`src/rtl/audio_pkg.sv`:
```
// Shared audio types and constants for the codec-facing serial blocks.
package audio_pkg;

  localparam int unsigned W_DEFAULT = 16;

  typedef logic signed [W_DEFAULT-1:0] sample_t;

  typedef enum logic {
    WAIT_SYNC = 1'b0,
    SHIFT     = 1'b1
  } tx_state_t;

  localparam logic [15:0] UNDERRUN_CNT_MAX = 16'hFFFF;

endpackage

```
`src/rtl/sample_fifo.sv`:
```
// Small sample FIFO with a registered occupancy count; read data is the head entry.
module sample_fifo #(
  parameter int unsigned W          = 16,
  parameter int unsigned FIFO_DEPTH = 4
) (
  input  logic                          clk,
  input  logic                          reset,
  input  logic                          push,
  input  logic [W-1:0]                  push_data,
  input  logic                          pop,
  output logic [W-1:0]                  pop_data_c,
  output logic                          full_c,
  output logic                          empty_c,
  output logic [$clog2(FIFO_DEPTH):0]   level
);

  localparam int unsigned AW = $clog2(FIFO_DEPTH);
  localparam int unsigned LW = AW + 1;

  logic [W-1:0]  mem [FIFO_DEPTH];
  logic [AW-1:0] wr_ptr;
  logic [AW-1:0] rd_ptr;
  logic          do_push;
  logic          do_pop;

  assign full_c     = (level == LW'(FIFO_DEPTH));
  assign empty_c    = (level == '0);
  assign do_push    = push && !full_c;
  assign do_pop     = pop && !empty_c;
  assign pop_data_c = mem[rd_ptr];

  // Storage is not reset; only the pointers and count define validity.
  always_ff @(posedge clk) begin
    if (do_push) mem[wr_ptr] <= push_data;
  end

  always_ff @(posedge clk or negedge reset) begin
    if (!reset) begin
      wr_ptr <= '0;
      rd_ptr <= '0;
      level  <= '0;
    end else begin
      if (do_push) wr_ptr <= wr_ptr + AW'(1);
      if (do_pop)  rd_ptr <= rd_ptr + AW'(1);
      case ({do_push, do_pop})
        2'b10:   level <= level + LW'(1);
        2'b01:   level <= level - LW'(1);
        default: level <= level;
      endcase
    end
  end

endmodule

```
`src/rtl/i2s_dac_tx.sv`:
```
// I2S DAC transmitter: FIFO-buffered samples serialised MSB-first against
// codec-mastered BCLK/LRCK, which are sampled on clk rather than used as clocks.
module i2s_dac_tx
  import audio_pkg::*;
#(
  parameter int unsigned W           = W_DEFAULT,
  parameter int unsigned FIFO_DEPTH  = 4,
  parameter int unsigned MONO        = 1,
  parameter int unsigned SYNC_STAGES = 2
) (
  input  logic                         clk,
  input  logic                         reset,
  input  logic                         aud_bclk,
  input  logic                         aud_daclrck,
  output logic                         aud_dacdat,
  input  logic [W-1:0]                 sample_data,
  input  logic                         sample_valid,
  output logic                         sample_ready,
  input  logic                         mute,
  output logic [$clog2(FIFO_DEPTH):0]  fifo_level,
  output logic                         underrun,
  output logic [15:0]                  underrun_count
);

  localparam int unsigned CW = $clog2(W + 1);

  logic [SYNC_STAGES-1:0] bclk_sync;
  logic [SYNC_STAGES-1:0] lrck_sync;
  logic                   bclk_d;
  logic                   lrck_prev;
  logic                   bclk_s;
  logic                   lrck_s;
  logic                   bclk_fall;
  logic                   left_bnd;
  logic                   right_bnd;

  tx_state_t              state;
  logic [W-1:0]           hold;
  logic [W-1:0]           shreg;
  logic [CW-1:0]          bitcnt;

  logic                   fifo_full_c;
  logic                   fifo_empty_c;
  logic [W-1:0]           fifo_dout_c;
  logic                   pop_req_c;
  logic                   load_c;
  logic                   underrun_c;
  logic [W-1:0]           pop_val_c;
  logic [W-1:0]           slot_c;

  sample_fifo #(
    .W          (W),
    .FIFO_DEPTH (FIFO_DEPTH)
  ) u_fifo (
    .clk        (clk),
    .reset      (reset),
    .push       (sample_valid),
    .push_data  (sample_data),
    .pop        (pop_req_c),
    .pop_data_c (fifo_dout_c),
    .full_c     (fifo_full_c),
    .empty_c    (fifo_empty_c),
    .level      (fifo_level)
  );

  assign sample_ready = !fifo_full_c;

  // Synchronise both codec clocks through identical depths so their relative timing holds.
  always_ff @(posedge clk or negedge reset) begin
    if (!reset) begin
      bclk_sync <= '0;
      lrck_sync <= '0;
      bclk_d    <= 1'b0;
      lrck_prev <= 1'b0;
    end else begin
      bclk_sync <= (bclk_sync << 1) | SYNC_STAGES'(aud_bclk);
      lrck_sync <= (lrck_sync << 1) | SYNC_STAGES'(aud_daclrck);
      bclk_d    <= bclk_s;
      if (bclk_fall) lrck_prev <= lrck_s;
    end
  end

  assign bclk_s    = bclk_sync[SYNC_STAGES-1];
  assign lrck_s    = lrck_sync[SYNC_STAGES-1];
  assign bclk_fall = bclk_d && !bclk_s;
  assign left_bnd  = bclk_fall && lrck_prev && !lrck_s;
  assign right_bnd = bclk_fall && !lrck_prev && lrck_s;

  // Right slot only pops in stereo; in mono it replays the held left sample.
  assign pop_req_c  = left_bnd || (right_bnd && (state == SHIFT) && (MONO == 0));
  assign load_c     = left_bnd || (right_bnd && (state == SHIFT));
  assign underrun_c = pop_req_c && fifo_empty_c;
  assign pop_val_c  = fifo_empty_c ? '0 : fifo_dout_c;
  assign slot_c     = mute ? '0 : (pop_req_c ? pop_val_c : hold);

  always_ff @(posedge clk or negedge reset) begin
    if (!reset) begin
      state          <= WAIT_SYNC;
      hold           <= '0;
      shreg          <= '0;
      bitcnt         <= '0;
      aud_dacdat     <= 1'b0;
      underrun       <= 1'b0;
      underrun_count <= '0;
    end else begin
      underrun <= underrun_c;
      if (underrun_c && (underrun_count != UNDERRUN_CNT_MAX))
        underrun_count <= underrun_count + 16'd1;
      if (pop_req_c) hold <= pop_val_c;
      if (load_c) begin
        state      <= SHIFT;
        shreg      <= slot_c;
        aud_dacdat <= slot_c[W-1];
        bitcnt     <= CW'(1);
      end else if (bclk_fall) begin
        if ((state == SHIFT) && (bitcnt < CW'(W))) begin
          shreg      <= shreg << 1;
          aud_dacdat <= shreg[W-2];
          bitcnt     <= bitcnt + CW'(1);
        end else begin
          aud_dacdat <= 1'b0;
        end
      end
    end
  end

endmodule

```
`config.mk`:
```
export PLATFORM = sky130hd
export DESIGN_NAME = i2s_dac_tx
export DESIGN_NICKNAME = d
export VERILOG_FILES = /design/src/rtl/audio_pkg.sv /design/src/rtl/sample_fifo.sv /design/src/rtl/i2s_dac_tx.sv
export SDC_FILE = /design/constraint.sdc
export NUM_CORES = 1
export LEC_CHECK = 0
export CAP_MARGIN = 10
export CORE_ASPECT_RATIO = 0.75
export CORE_MARGIN = 4
export CORE_UTILIZATION = 48
export CTS_BUF_LIST = sky130_fd_sc_hd__clkbuf_8
export CTS_CLUSTER_DIAMETER = 40
export DETAILED_ROUTE_END_ITERATION = 7
export PLACE_DENSITY = 0.74
export RECOVER_POWER = 25
export SLEW_MARGIN = 15
export SYNTH_ARGS = -nofsm -noshare
export SYNTH_HDL_FRONTEND = slang
export SYNTH_HIERARCHICAL = 1
export SYNTH_SLANG_ARGS = --single-unit
```
`constraint.sdc`:
```
create_clock -name clk -period 2.2 [get_ports clk]
set_input_delay 0.66 -clock clk [delete_from_list [all_inputs] [get_ports clk]]
set_output_delay 0.66 -clock clk [all_outputs]
set_load 0.02 [all_outputs]
```
==> results list <==
- Dividing the final minimum period by the clock period gives 96.5%.
* Starting Density: 49.7%
* Max-slew headroom at the worst pin: 22.3%
* Post-layout minimum cycle time: 2.12 ns
- Synth warn: 6
* Portion of total power attributed to the clock network: 29.1%
- Worst Setup End Kind: primary output
- Setup crit start kind: flop
* Dominant cells by area after synthesis: edfxtp_1 35%, dfrtp_1 31%, mux4_1 3.8%, mux2_2 3.5%, mux4_2 3.3%
* Highest attainable clock frequency: 0.471 GHz
* End point of the worst hold path: lrck_sync[1]$_DFF_PN0_
* Std-Cell Rows: 33
* I/O pin total: 44
- Entering global routing, the biggest net connects 30 pins.
- Sequential elements use 66.1% of the synthesized area.
- Worst-Skew Late Latency: 0.42 ns
- Slew at the pin with the worst max-slew slack: 1.17 ns
* Wire per inst: 17.5 um
- For this run, the leading register cell type out of synthesis is dfrtp_1.
- Overflow after GRT: 0
- In this run switching power makes up 27.4% of total power.
- Pre-CTS setup slack: -0.110 ns
- Max-cap violations in this run came to 0.
- Clock sink count: 132
- In this run, the number of DRC markers left after iteration 0 of detailed routing was 266.
- The startpoint identified for the worst hold timing path is lrck_sync[0]$_DFF_PN0_.
- Cell internal power was estimated by the tool at 5.67 mW.
- Synth Instances: 352
* GRT Resource Usage Total: 16.3%
- The mapped netlist covers 5480 um2.
- Summed over all nets, the switching power comes to 2.14 mW.
- Final setup vio count: 0
- Hold Crit Class: flop to flop
* Final core utilization: 60.1%
* Mean cell area of the mapped netlist: 15.6 um2
- The final-report hold violation count was 0.
* Post-synth ARST share: 51.5%
* Placeable core area: 11,000 um2
- Worst-path cell chain: clkdlybuf4s50_1
- The setup path with the least slack is of type flop to primary output.
* Clock transition at path regs: 0.07 ns
* Total Routed Length: 9940 um
* Number of iterations in the first detailed-routing pass: 4
* Routed via count: 3,076
- Area share of the largest cell type after synthesis: 35.1%
* Root Buffer: clkbuf_8
* Half-perimeter wire length after detailed placement: 6500 um
- Combinational power share: 26.2%
- DR vias/cell: 5.41
- The clock arrives with 0.00892 ns of skew.
* Commonest cells after routing, fill and taps aside: 66 x dfrtp_1, 64 x edfxtp_1, 26 x clkdlybuf4s50_1
- Post-DRT Antenna Nets: 0
- Result of the run: completed
- Number of antenna diodes: 0
* Buffer and inverter count on the worst path: 1
- The first global-routing pass estimated 16,700 um of wire.
* Final net count: 446
- The worst hold path was traced through 0 stages.
- Number of standard cells in the final layout excluding fillers: 569
- Smallest setup slack after layout: 0.0775 ns
- At the worst endpoint, the required time is 1.54 ns.
- The number of slew-limit violations in the final report was 0.
* Seq cells post-synth: 132
- Data arrives at the worst endpoint at 1.46 ns.
- The number of antenna violations at the first check in global routing came to 0.
* Cell type of the slowest stage on the worst timing path: clkdlybuf4s50_1
* Unique masters post-synth: 47
- Layout area overhead: 21.0%
* Vias in the first global route: 3,231
- Share of post-route cells with drive strength above 1: 19.8%
* H-tree levels: 4
* Destination of the worst register-to-register timing path: u_fifo/level[2]$_DFFE_PN0P_
- Leaving out fill and tap cells, the most frequent cell in the layout is dfrtp_1.
* Clock tree buffer depth: 2
* Hold buffer count at CTS: 0
- The largest single stage delay on the critical path is 0.62 ns.
* Setup TNS: 0 ns
- The floorplan step defined a die boundary enclosing 13,200 um2.
* Total instance count after detailed placement: 535
- The floorplan step set the die width to 131 um.
- Across the VDD grid, the largest voltage drop is 763 uV.
- DIE HEIGHT: 101 um
- In the routed design, unresolved DRC markers number 0.
- Count of flip-flops with a built-in enable after synthesis: 64
* Clock tree from TritonCTS: done
- The number of clock buffers added by TritonCTS is 17.
- The congestion estimate from routability-driven global placement came to 0.759.
* Reg2Reg Launch Point: lrck_sync[1]$_DFF_PN0_
- Largest fanout on the critical path: 5
- Synthesis produced a netlist with a net count of 382.
* Sequential cell fraction of total power: 44.7%
* Cell type with the largest total area after synthesis: edfxtp_1
- Leak: 2.78 nW
- Grouping stages by cell kind, the critical path spends the most delay in buffers and inverters.
* Setup slack, reg-to-reg: 0.18 ns
- Count of buffers from port buffering: 43
- Counting cells, the worst reg-to-reg path comes to 8.
* Power density over the cells: 1180 nW/um2
-- worst reg2reg max path, stage by stage, from the launching register on --
cell,delay [ns]
dfrtp_1,0.40
and4bb_2,0.35
o31a_1,0.19
ha_1,0.17
inv_1,0.05
fa_1,0.37
xor2_1,0.15
nor2_1,0.11
xor2_1,0.15
-- how the worst max path moves through the flow --
stage                                               end  cells past startpoint                         from  slack (ns)
after floorplan           underrun_count[1]$_DFFE_PN0P_                      5  u_fifo/level[0]$_DFFE_PN0P_        0.05
after global placement      u_fifo/level[2]$_DFFE_PN0P_                      9                 sample_valid       -0.11
after detailed placement    u_fifo/level[2]$_DFFE_PN0P_                      9                 sample_valid       -0.11
after CTS                                  sample_ready                      3  u_fifo/level[1]$_DFFE_PN0P_      -0.003
after global routing        u_fifo/level[2]$_DFFE_PN0P_                      8       lrck_sync[1]$_DFF_PN0_      -0.004
final                                     fifo_level[2]                      1  u_fifo/level[2]$_DFFE_PN0P_        0.08
-- sequential cells by signal, summed over array words and instances (netlist names) --
| signal | flops |
|---|---|
| bclk_sync | 2 |
| aud_dacdat | 1 |
| bitcnt | 5 |
| u_fifo/mem | 64 |
| u_fifo/level | 3 |
| u_fifo/wr_ptr | 2 |
| lrck_prev | 1 |
| bclk_d | 1 |
| u_fifo/rd_ptr | 2 |
| state | 1 |
| underrun | 1 |
| hold | 16 |
| underrun_count | 16 |
| shreg | 15 |
| lrck_sync | 2 |
-- power groups by stage --
stage,registers (mW),clock network [mW],logic (mW)
floorplan,3.53,0,1.37
global placement,3.51,0,2.04
detailed placement,3.55,0,2.09
CTS,3.50,2.32,2.09
global route,3.56,2.43,2.27
finish,3.49,2.27,2.05
-- routing by layer --
metal  wire length (um)  GRT usage (%)  share of wire [%]  vias up
li1                   -              -                  -     1448
met1               4720           21.6                 47     1571
met2               4790           25.9                 48       48
met3                321           4.94                3.2        9
met4                104           5.73                1.0        0
met5                  0              0                  0        -
-- cell families (layout without fill, tap and decap cells) --
family	after synthesis	after routing	synth area share [%]
DFF	132	132	66.1
buffers and inverters	23	100	2.26
muxes	35	35	11.0
adders and majority gates	8	8	1.96
AOI/OAI and AO/OA	41	41	5.09
and+or+nand+nor	90	90	9.91
xor gates and xnor gates	23	23	3.68
-- Yosys cell counts, types with 4 or more instances --
cell,instances
nor3_1,7
xnor2_1,5
a22o_1,4
ha_1,7
nor4_1,6
nand2_1,10
nand3b_1,4
xor2_1,18
buf_2,8
mux4_2,8
mux4_1,8
mux2_2,17
dfrtp_1,68
nand4_1,4
nand3_1,4
clkbuf_1,4
a22oi_1,14
a21oi_1,14
inv_1,8
nor2_1,18
and2_1,6
edfxtp_1,64
nor2b_1,14
-- metrics by stage --
| step | area [um2] | power, mW | hold WS (ns) |
|---|---|---|---|
| 6_report | 6630 | 7.81 | 0.349 |
| 5_1_grt | 6630 | 8.26 | 0.374 |
| 4_1_cts | 6640 | 7.91 | 0.212 |
| 3_5_place_dp | 6200 | 5.63 | 0.337 |
| 3_3_place_gp | 6200 | 5.54 | 0.340 |
| 2_1_floorplan | 5480 | 4.91 | 0.331 |
-- cell type report --
type                       instances  area (um2)
clock buffer                      19         262
tap                              140         175
multi-input combinational        197        1740
inverter                           8        30.0
timing repair buffer              60         607
clock inverter                    13         186
fill                             814        4390
sequential                       132        3630
-- what timing repair did --
item | 4_1_cts | 5_1_grt
endpoints found under the setup margin | 10 | 7
pin swaps | 0 | 2
resized for setup | 10 | 9
setup buffers | 0 | 2
Note: power is estimated with default switching activity, not from simulation.
